**src/rtl/pipe_stage_reg.sv**
```systemverilog
// -----------------------------------------------------------------------------
// pipe_stage_reg
//   Reusable inter-stage pipeline register for the MIPS core (IF/ID, ID/EX,
//   EX/MEM, MEM/WB). It moves a control field and a payload field across a
//   valid/ready handshake. Optionally, it adds a two-entry skid buffer so that
//   in_ready can be a register. It also supports synchronous flush and bubble
//   insertion.
//
// Parameters
//   CTRL_W  : control field width; the field is forced to zero in bubbles
//   DATA_W  : payload width; the payload is never forced
//   SKID_EN : 1 = main + skid register with registered in_ready
//             0 = single register with combinational in_ready
//   CNT_W   : width of the saturating stall-cycle counter
//
// Ports
//   clk, rst            : rising-edge clock, synchronous active-high reset
//   flush               : squash every held entry (branch/jump redirect)
//   in_valid / in_ready : upstream handshake
//   in_ctrl / in_data   : upstream control field and payload
//   out_valid/out_ready : downstream handshake
//   out_ctrl / out_data : presented entry; out_ctrl is zero when out_valid=0
//   stall_cnt           : number of cycles with out_valid & !out_ready
// -----------------------------------------------------------------------------
module pipe_stage_reg #(
   parameter int CTRL_W  = 9,
   parameter int DATA_W  = 134,
   parameter int SKID_EN = 1,
   parameter int CNT_W   = 16
) (
   input  logic              clk,
   input  logic              rst,
   input  logic              flush,
   input  logic              in_valid,
   output logic              in_ready,
   input  logic [CTRL_W-1:0] in_ctrl,
   input  logic [DATA_W-1:0] in_data,
   output logic              out_valid,
   input  logic              out_ready,
   output logic [CTRL_W-1:0] out_ctrl,
   output logic [DATA_W-1:0] out_data,
   output logic [CNT_W-1:0]  stall_cnt
);

   typedef enum logic [1:0] {
      EMPTY = 2'd0,
      ONE   = 2'd1,
      TWO   = 2'd2
   } state_t;

   localparam logic [CNT_W-1:0] CNT_MAX = '1;

   state_t            state_q;
   logic              out_valid_q;
   logic              in_ready_q;
   logic [CTRL_W-1:0] main_ctrl_q;
   logic [DATA_W-1:0] main_data_q;
   logic [CTRL_W-1:0] skid_ctrl_q;
   logic [DATA_W-1:0] skid_data_q;
   logic [CNT_W-1:0]  stall_cnt_q;

   logic accept;
   logic consume;
   logic stalled;

   // in_ready is a register only when the skid entry exists. Without the
   // skid entry, the stage accepts whenever its single slot frees up in the
   // same cycle.
   generate
      if (SKID_EN != 0) begin : g_skid
         assign in_ready = in_ready_q;
      end else begin : g_noskid
         assign in_ready = !out_valid_q | out_ready;
      end
   endgenerate

   assign accept    = in_valid & in_ready;
   assign consume   = out_valid_q & out_ready;
   assign stalled   = out_valid_q & !out_ready;

   assign out_valid = out_valid_q;
   assign out_ctrl  = main_ctrl_q;   // kept zero by every transition into EMPTY
   assign out_data  = main_data_q;
   assign stall_cnt = stall_cnt_q;

   always_ff @(posedge clk) begin
      if (rst) begin
         state_q     <= EMPTY;
         out_valid_q <= 1'b0;
         in_ready_q  <= 1'b1;
         main_ctrl_q <= '0;
         main_data_q <= '0;
         skid_ctrl_q <= '0;
         skid_data_q <= '0;
         stall_cnt_q <= '0;
      end else if (flush) begin
         // Payload registers keep their contents. Only the control field
         // is cleared, so the bubble cannot fire downstream side effects.
         state_q     <= EMPTY;
         out_valid_q <= 1'b0;
         in_ready_q  <= 1'b1;
         main_ctrl_q <= '0;
      end else begin
         if (stalled && (stall_cnt_q != CNT_MAX)) begin
            stall_cnt_q <= stall_cnt_q + 1'b1;
         end

         case (state_q)
            EMPTY: begin
               if (accept) begin
                  state_q     <= ONE;
                  out_valid_q <= 1'b1;
                  main_ctrl_q <= in_ctrl;
                  main_data_q <= in_data;
               end
            end

            ONE: begin
               if (accept && consume) begin
                  main_ctrl_q <= in_ctrl;
                  main_data_q <= in_data;
               end else if (accept) begin
                  // Only reachable with the skid entry present. Without it,
                  // an accept while full implies out_ready, which is a consume.
                  state_q     <= TWO;
                  in_ready_q  <= 1'b0;
                  skid_ctrl_q <= in_ctrl;
                  skid_data_q <= in_data;
               end else if (consume) begin
                  state_q     <= EMPTY;
                  out_valid_q <= 1'b0;
                  main_ctrl_q <= '0;
               end
            end

            TWO: begin
               if (consume) begin
                  state_q     <= ONE;
                  in_ready_q  <= 1'b1;
                  main_ctrl_q <= skid_ctrl_q;
                  main_data_q <= skid_data_q;
               end
            end

            default: begin
               state_q     <= EMPTY;
               out_valid_q <= 1'b0;
               in_ready_q  <= 1'b1;
               main_ctrl_q <= '0;
            end
         endcase
      end
   end

endmodule

```
**config.mk**
```make
export PLATFORM = sky130hd
export DESIGN_NAME = pipe_stage_reg
export DESIGN_NICKNAME = d
export VERILOG_FILES = /design/src/rtl/pipe_stage_reg.sv
export SDC_FILE = /design/constraint.sdc
export NUM_CORES = 1
export LEC_CHECK = 0
export BUFFER_PORTS_ARGS = -buffer_cell sky130_fd_sc_hd__buf_2
export CORE_UTILIZATION = 43
export CTS_BUF_LIST = sky130_fd_sc_hd__clkbuf_16
export DETAILED_ROUTE_END_ITERATION = 10
export PLACE_DENSITY = 0.75
export REMOVE_ABC_BUFFERS = 1
export SYNTH_ARGS = -nofsm -noshare
export SYNTH_HDL_FRONTEND = slang
export SYNTH_SLANG_ARGS = --single-unit
export TNS_END_PERCENT = 1
```
**constraint.sdc**
```tcl
create_clock -name clk -period 2.5 [get_ports clk]
set_input_delay 0 -clock clk [delete_from_list [all_inputs] [get_ports clk]]
set_output_delay 0 -clock clk [all_outputs]
set_load 0.03 [all_outputs]
```
==> flow_summary_export.csv, run 1 <==
group,metric,value,unit
critical_path,rrSetupSlack,0.14,ns
grt,gr-total-overflow,0,
sta,clock_skew,0.01715,ns
clock_tree,clock_latency,0.50,ns
sta,tightest_slew,0.8605,ns
hold_path,hp-start,"in_data[115]",
yosys,synth_area_leaders,"dfxtp_1, a21oi_1, mux2i_1, a311oi_1, nand2_1",
grt,antenna_found_initial,0,
clock_tree,cts-root-buf,"clkbuf_16",
yosys,syn_inst,1444,
sta,fmax,423.5,MHz
final_layout,drive_above_1_share,0.2128,
final_layout,fin_cells,2221,
clock_tree,cts_buffer_depth,3,
pwr,vdd_drop_max,0.0006083,V
critical_path,cp-end-kind,"flip-flop",
sta,setup_violations,0,
run_status,status,"completed",
final_layout,syn_to_final_growth,35.15,%
sta,period_needed,2.361,ns
sta,hold_viol,0,
critical_path,crit_chain,"a21boi_1, o31ai_4, buf_12, a21oi_1, a311oi_1",
routing,first_pass_iters,7,
placed_design,place_inst,2013,
yosys,synth_cell_types,43,
routing,wire_per_inst,16.95,µm
critical_path,cp-start-kind,"flip-flop",
floorplanning,die_y,173.7,µm
critical_path,cpMaxStageDelayCell,"dfxtp_1",
yosys,ys_warn_count,0,
clock_tree,cts_tree,"yes",
critical_path,rr_endpoint,"out_data[11]$_SDFFE_PP0P_",
final_layout,seq_area,0.006126,mm²
pwr,p_leak,7.460,nW
critical_path,cp_data_required_time,2.87,ns
floorplanning,io_pins,309,
critical_path,crit_arrival,2.73,ns
routing,via_per_inst,5.652,
floorplanning,rows,62,
hold_path,worst_hold_path.endpoint,"skid_data_q[115]$_SDFFE_PP0P_",
yosys,synth_edf_count,0,
pwr,power_density,696.0,mW/mm²
routing,drtAntennaViolNets,0,
sta,rsz0062_at_grt,"false",
yosys,yosysMostFrequentCell,"dfxtp_1",
floorplanning,dieArea,0.03016,mm²
critical_path,crit_type,"reg2reg",
yosys,synth_flop_cell,"dfxtp_1",
yosys,yosys.area.top_type,"dfxtp_1",
routing,totalWireLength,37.65,mm
yosys,synth_area,0.01267,mm²
final_layout,multiInputGateArea,0.005978,mm²
clock_tree,numCtsBuffers,34,
sta,post-route-period-util,0.9445,
sta,relSlewSlack,0.4251,
floorplanning,core,0.02886,mm²
yosys,seq_area_frac_synth,0.4834,
critical_path,crit_fanout,104,
yosys,synth-seq-cells,306,
grt,track_usage,0.2395,
pwr,power.total,11.92,mW
placed_design,dp_hpwl,20.62,mm
yosys,synth_commonest_cells,"dfxtp_1, a21oi_1, nand2_1",
yosys,synth_area_per_cell,8.776,µm²
hold_path,min_path_type,"in2reg",
critical_path,crit_path_max_incr_delay,0.48,ns
clock_tree,h-tree-depth,2,
routing,vias,12550,
grt,grt_pass1_vias,12110,
yosys,async_reset_ff_frac,0,
sta,finalMaxSlewViolations,0,
grt,grt_pass1_wl,60.49,mm
placed_design,io_buffer_count,308,
clock_tree,path_clk_slew,0.06,ns
hold_path,holdPathStages,4,
clock_tree,cts.sinks,306,
yosys,yosys.area.top_type_share,0.4834,
final_layout,antenna_cells,0,
routing,drc_errors,0,
placed_design,place.gp.congestion,0.8662,
floorplanning,start_util,0.4391,
critical_path,r2r-start,"state_q[0]$_SDFFE_PP0P_",
final_layout,num-fill-cells,2368,
grt,grt_max_degree,133,
run,drv_cap,0,
floorplanning,die_x,173.7,µm
critical_path,r2r.worst_path.cells,5,
final_layout,layout.nets,1961,
routing,drt_iter0_markers,918,
[registers in the layout (all words and copies together) (netlist names)]
name         cells
skid_ctrl_q      9
out_ctrl         9
skid_data_q    134
out_data       134
state_q          2
out_valid        1
in_ready         1
stall_cnt       16
[logic make-up (layout without fill, tap and decap cells)]
group / after synthesis / in the layout / share of synthesized area
AO/OA/AOI/OAI: 470 / 470 / 0.2318
adder cells (fa/ha/maj): 1 / 1 / 0.0009872
buffers and inverters: 151 / 544 / 0.04749
flip-flops: 306 / 306 / 0.4834
multiplexers: 145 / 145 / 0.1146
AND/OR/NAND/NOR: 371 / 371 / 0.1216
[cells in the final DEF (no fill, tap or decap), types with 7 or more instances in the layout]
cell type	instances
mux2i_1	144
a2111oi_0	8
o21ai_0	8
buf_12	15
nor2_1	14
dfxtp_1	306
nor3_1	12
nand2_1	300
dlygate4sd3_1	147
clkbuf_16	35
nand3_1	7
clkinv_1	9
a311oi_1	135
buf_2	307
buf_4	11
inv_1	7
a21oi_1	304
[final cells by class]
cell class | instances | share of cell area
clock buffer | 35 | 0.05114
clock inverter | 26 | 0.01439
inverter | 2 | 0.0008767
multi-input combinational | 987 | 0.3491
sequential | 306 | 0.3577
tap | 384 | 0.02805
timing repair buffer | 481 | 0.1988
[metal layers]
| layer | global-route usage | share of wire | vias up |
|---|---|---|---|
| met1 | 0.2903 | 0.41 | 5919 |
| li1 | - | - | 5989 |
| met3 | 0.04627 | 0.068 | 115 |
| met4 | 0.1159 | 0.041 | 0 |
| met5 | 0 | 0 | - |
| met2 | 0.4068 | 0.48 | 529 |
[how the worst max path moves through the flow]
stage / start / endpoint / cells after the start
final: state_q[0]$_SDFFE_PP0P_ / out_data[11]$_SDFFE_PP0P_ / 5
after floorplan: out_valid$_SDFFE_PP0P_ / out_data[0]$_SDFFE_PP0P_ / 4
after global routing: state_q[0]$_SDFFE_PP0P_ / out_data[11]$_SDFFE_PP0P_ / 5
after global placement: state_q[0]$_SDFFE_PP0P_ / out_data[114]$_SDFFE_PP0P_ / 5
after detailed placement: state_q[0]$_SDFFE_PP0P_ / out_data[120]$_SDFFE_PP0P_ / 5
after CTS: state_q[0]$_SDFFE_PP0P_ / out_data[120]$_SDFFE_PP0P_ / 5
[critical path, delay by kind of cell, from the launching register on]
family	cells	cell delay (ns)
AOI/OAI and AO/OA	4	1.26
DFF	1	0.48
buffers and inverters	1	0.39
[report_power, final]
| part | total, mW | internal, mW | leakage (nW) | switching [mW] |
|---|---|---|---|---|
| clock | 5.04 | 3.05 | 0.569 | 1.98 |
| combinational | 1.69 | 0.636 | 4.40 | 1.05 |
| sequential | 5.20 | 5.08 | 2.49 | 0.115 |
| total | 11.9 | 8.77 | 7.46 | 3.15 |
[what timing repair did]
action	4_1_cts	5_1_grt
setup buffers	0	0
endpoints found under the setup margin	0	0
resized for setup	0	0
hold endpoints to repair	295	0
hold buffers	147	0
[metrics by stage]
step           area [µm²]  hold slack (ns)  setup TNS [ns]  utilization  worst slack (ns)
2_1_floorplan       12080          0.06907        -1965.45            -            -7.566
3_3_place_gp        14530           0.2511               0       0.5036            0.4520
3_5_place_dp        14530           0.2567               0       0.5036            0.3656
4_1_cts             17130           0.2646               0       0.5935            0.3619
5_1_grt             17130           0.2901               0       0.5935           0.04954
6_report            17130           0.2884               0       0.5935            0.1387
Note: power is estimated with default switching activity, not from simulation.
==> run 2: changes to the inputs <==
--- a/config.mk
+++ b/config.mk
@@ -5,11 +5,11 @@
 export SDC_FILE = /design/constraint.sdc
 export NUM_CORES = 1
 export LEC_CHECK = 0
-export BUFFER_PORTS_ARGS = -buffer_cell sky130_fd_sc_hd__buf_2
 export CORE_UTILIZATION = 43
 export CTS_BUF_LIST = sky130_fd_sc_hd__clkbuf_16
 export DETAILED_ROUTE_END_ITERATION = 10
-export PLACE_DENSITY = 0.75
+export DONT_BUFFER_PORTS = 1
+export PLACE_DENSITY = 0.67
 export REMOVE_ABC_BUFFERS = 1
 export SYNTH_ARGS = -nofsm -noshare
 export SYNTH_HDL_FRONTEND = slang
==> flow_summary_export.csv, run 2 (synthesized netlist as in run 1, its figures left out) <==
group,metric,value,unit
run_status,status,"finished with violations",
run_status,violations,"hold timing",
floorplanning,core,0.02886,mm²
final_layout,num-fill-cells,2591,
routing,totalWireLength,34.14,mm
sta,finalMaxSlewViolations,0,
final_layout,layout.nets,1645,
pwr,p_clk_frac,0.426,
clock_tree,cts.sinks,306,
critical_path,crit_arrival,2.84,ns
final_layout,drive_above_1_share,0.06522,
final_layout,multiInputGateArea,0.005988,mm²
clock_tree,cts_tree,"yes",
pwr,vdd_drop_max,0.0008444,V
run,drv_cap,0,
clock_tree,clock_latency,0.50,ns
floorplanning,rows,62,
sta,relSlewSlack,0.3968,
placed_design,io_buffer_count,0,
sta,clock_skew,0.01421,ns
critical_path,crit_type,"reg2reg",
sta,hold_slack,-0.4319,ns
pwr,power_density,731.4,mW/mm²
critical_path,cp_data_required_time,2.93,ns
routing,vias,10880,
floorplanning,io_pins,309,
grt,gr-total-overflow,0,
clock_tree,cts-root-buf,"clkbuf_16",
sta,setup_violations,0,
critical_path,crit_fanout,9,
final_layout,final_util,0.5333,
pwr,p_leak,6.102,nW
final_layout,seq_area,0.006132,mm²
pwr,power.internal,8.344,mW
sta,hold_viol,149,
placed_design,place.gp.congestion,0.8309,
pwr,p_seq_frac,0.495,
grt,track_usage,0.2132,
pwr,power.total,11.26,mW
routing,drt_iter0_markers,903,
critical_path,rrSetupSlack,0.09,ns
sta,rsz0062_at_grt,"false",
floorplanning,die_y,173.7,µm
routing,wire_per_inst,17.94,µm
critical_path,cp-start-kind,"flip-flop",
sta,tightest_slew,0.9048,ns
final_layout,syn_to_final_growth,21.45,%
hold_path,min_path_type,"in2reg",
routing,via_per_inst,5.715,
sta,post-route-period-util,0.9621,
clock_tree,numCtsBuffers,34,
critical_path,cp-end-kind,"flip-flop",
final_layout,most-common-layout-cells,"a21oi_1, dfxtp_1, nand2_1",
pwr,p_sw,2.911,mW
placed_design,dp_hpwl,19.35,mm
routing,drtAntennaViolNets,0,
floorplanning,dieArea,0.03016,mm²
sta,setup_tns,0,ns
clock_tree,path_clk_slew,0.06,ns
floorplanning,start_util,0.4391,
pwr,switching_share,0.2587,
sta,fmax,415.8,MHz
pwr,combPwrFrac,0.079,
final_layout,final_common_cell,"a21oi_1",
clock_tree,cts_buffer_depth,3,
routing,drc_errors,0,
grt,grt_pass1_vias,9976,
grt,antenna_found_initial,1,
final_layout,final_area,0.01539,mm²
grt,grt_pass1_wl,53.64,mm
placed_design,placed_cell_area,0.01299,mm²
sta,period_needed,2.405,ns
grt,grt_max_degree,295,
routing,first_pass_iters,5,
clock_tree,h-tree-depth,2,
floorplanning,die_x,173.7,µm
run 2: final timing paths:
check | startpoint | end | cells past startpoint
setup / recovery | out_valid$_SDFFE_PP0P_ | stall_cnt[10]$_SDFFE_PP0P_ | 7
hold / removal | rst | skid_data_q[105]$_SDFFE_PP0P_ | 1
setup reg to reg | out_valid$_SDFFE_PP0P_ | stall_cnt[10]$_SDFFE_PP0P_ | 7
hold reg to reg | skid_data_q[105]$_SDFFE_PP0P_ | skid_data_q[105]$_SDFFE_PP0P_ | 2
run 2: power by group through the flow:
stage	clock network [mW]	logic, mW	registers [mW]
detailed placement	0	0.710	5.68
floorplan	0	0.573	5.62
finish	4.80	0.885	5.57
global route	5.12	0.974	5.59
global placement	0	0.683	5.68
CTS	4.92	0.841	5.57
run 2: what timing repair did:
action                     in CTS  in global routing
resized for setup               0                 10
setup endpoints to repair       0                 32
hold buffers                  111                 19
setup buffers                   0                  0
hold endpoints to repair      306                251
run 2: critical path, stage by stage (launching register included):
cell and delay, ns:
dfxtp_1 0.32, buf_4 0.21, nor3b_1 0.24, buf_4 0.20
o211ai_1 0.19, or4_1 0.46, a21oi_1 0.15, dlygate4sd3_1 0.57
run 2: area by class of cell:
type,count,share of cell area
sequential,306,0.3985
multi-input combinational,987,0.3891
timing repair buffer,165,0.1106
clock buffer,37,0.06016
tap,384,0.03122
clock inverter,21,0.009350
inverter,2,0.0009756
antenna,1,0.0001626
run 2: metrics by stage:
| step | hold WS [ns] | instances | setup slack [ns] |
|---|---|---|---|
| 2_1_floorplan | 0.06907 | 1295 | -7.566 |
| 3_3_place_gp | 0.08649 | 1714 | 0.4499 |
| 3_5_place_dp | 0.08942 | 1714 | 0.3234 |
| 4_1_cts | -0.4433 | 1883 | 0.02780 |
| 5_1_grt | -0.4482 | 1902 | 0.01430 |
| 6_report | -0.4319 | 1903 | 0.09479 |
run 2: routing by layer:
metal / track usage / share of wire / vias up
met1: 0.2680 / 0.42 / 5064
li1: - / - / 5353
met4: 0.07237 / 0.023 / 0
met5: 0 / 0 / -
met2: 0.3357 / 0.46 / 402
met3: 0.07939 / 0.097 / 56
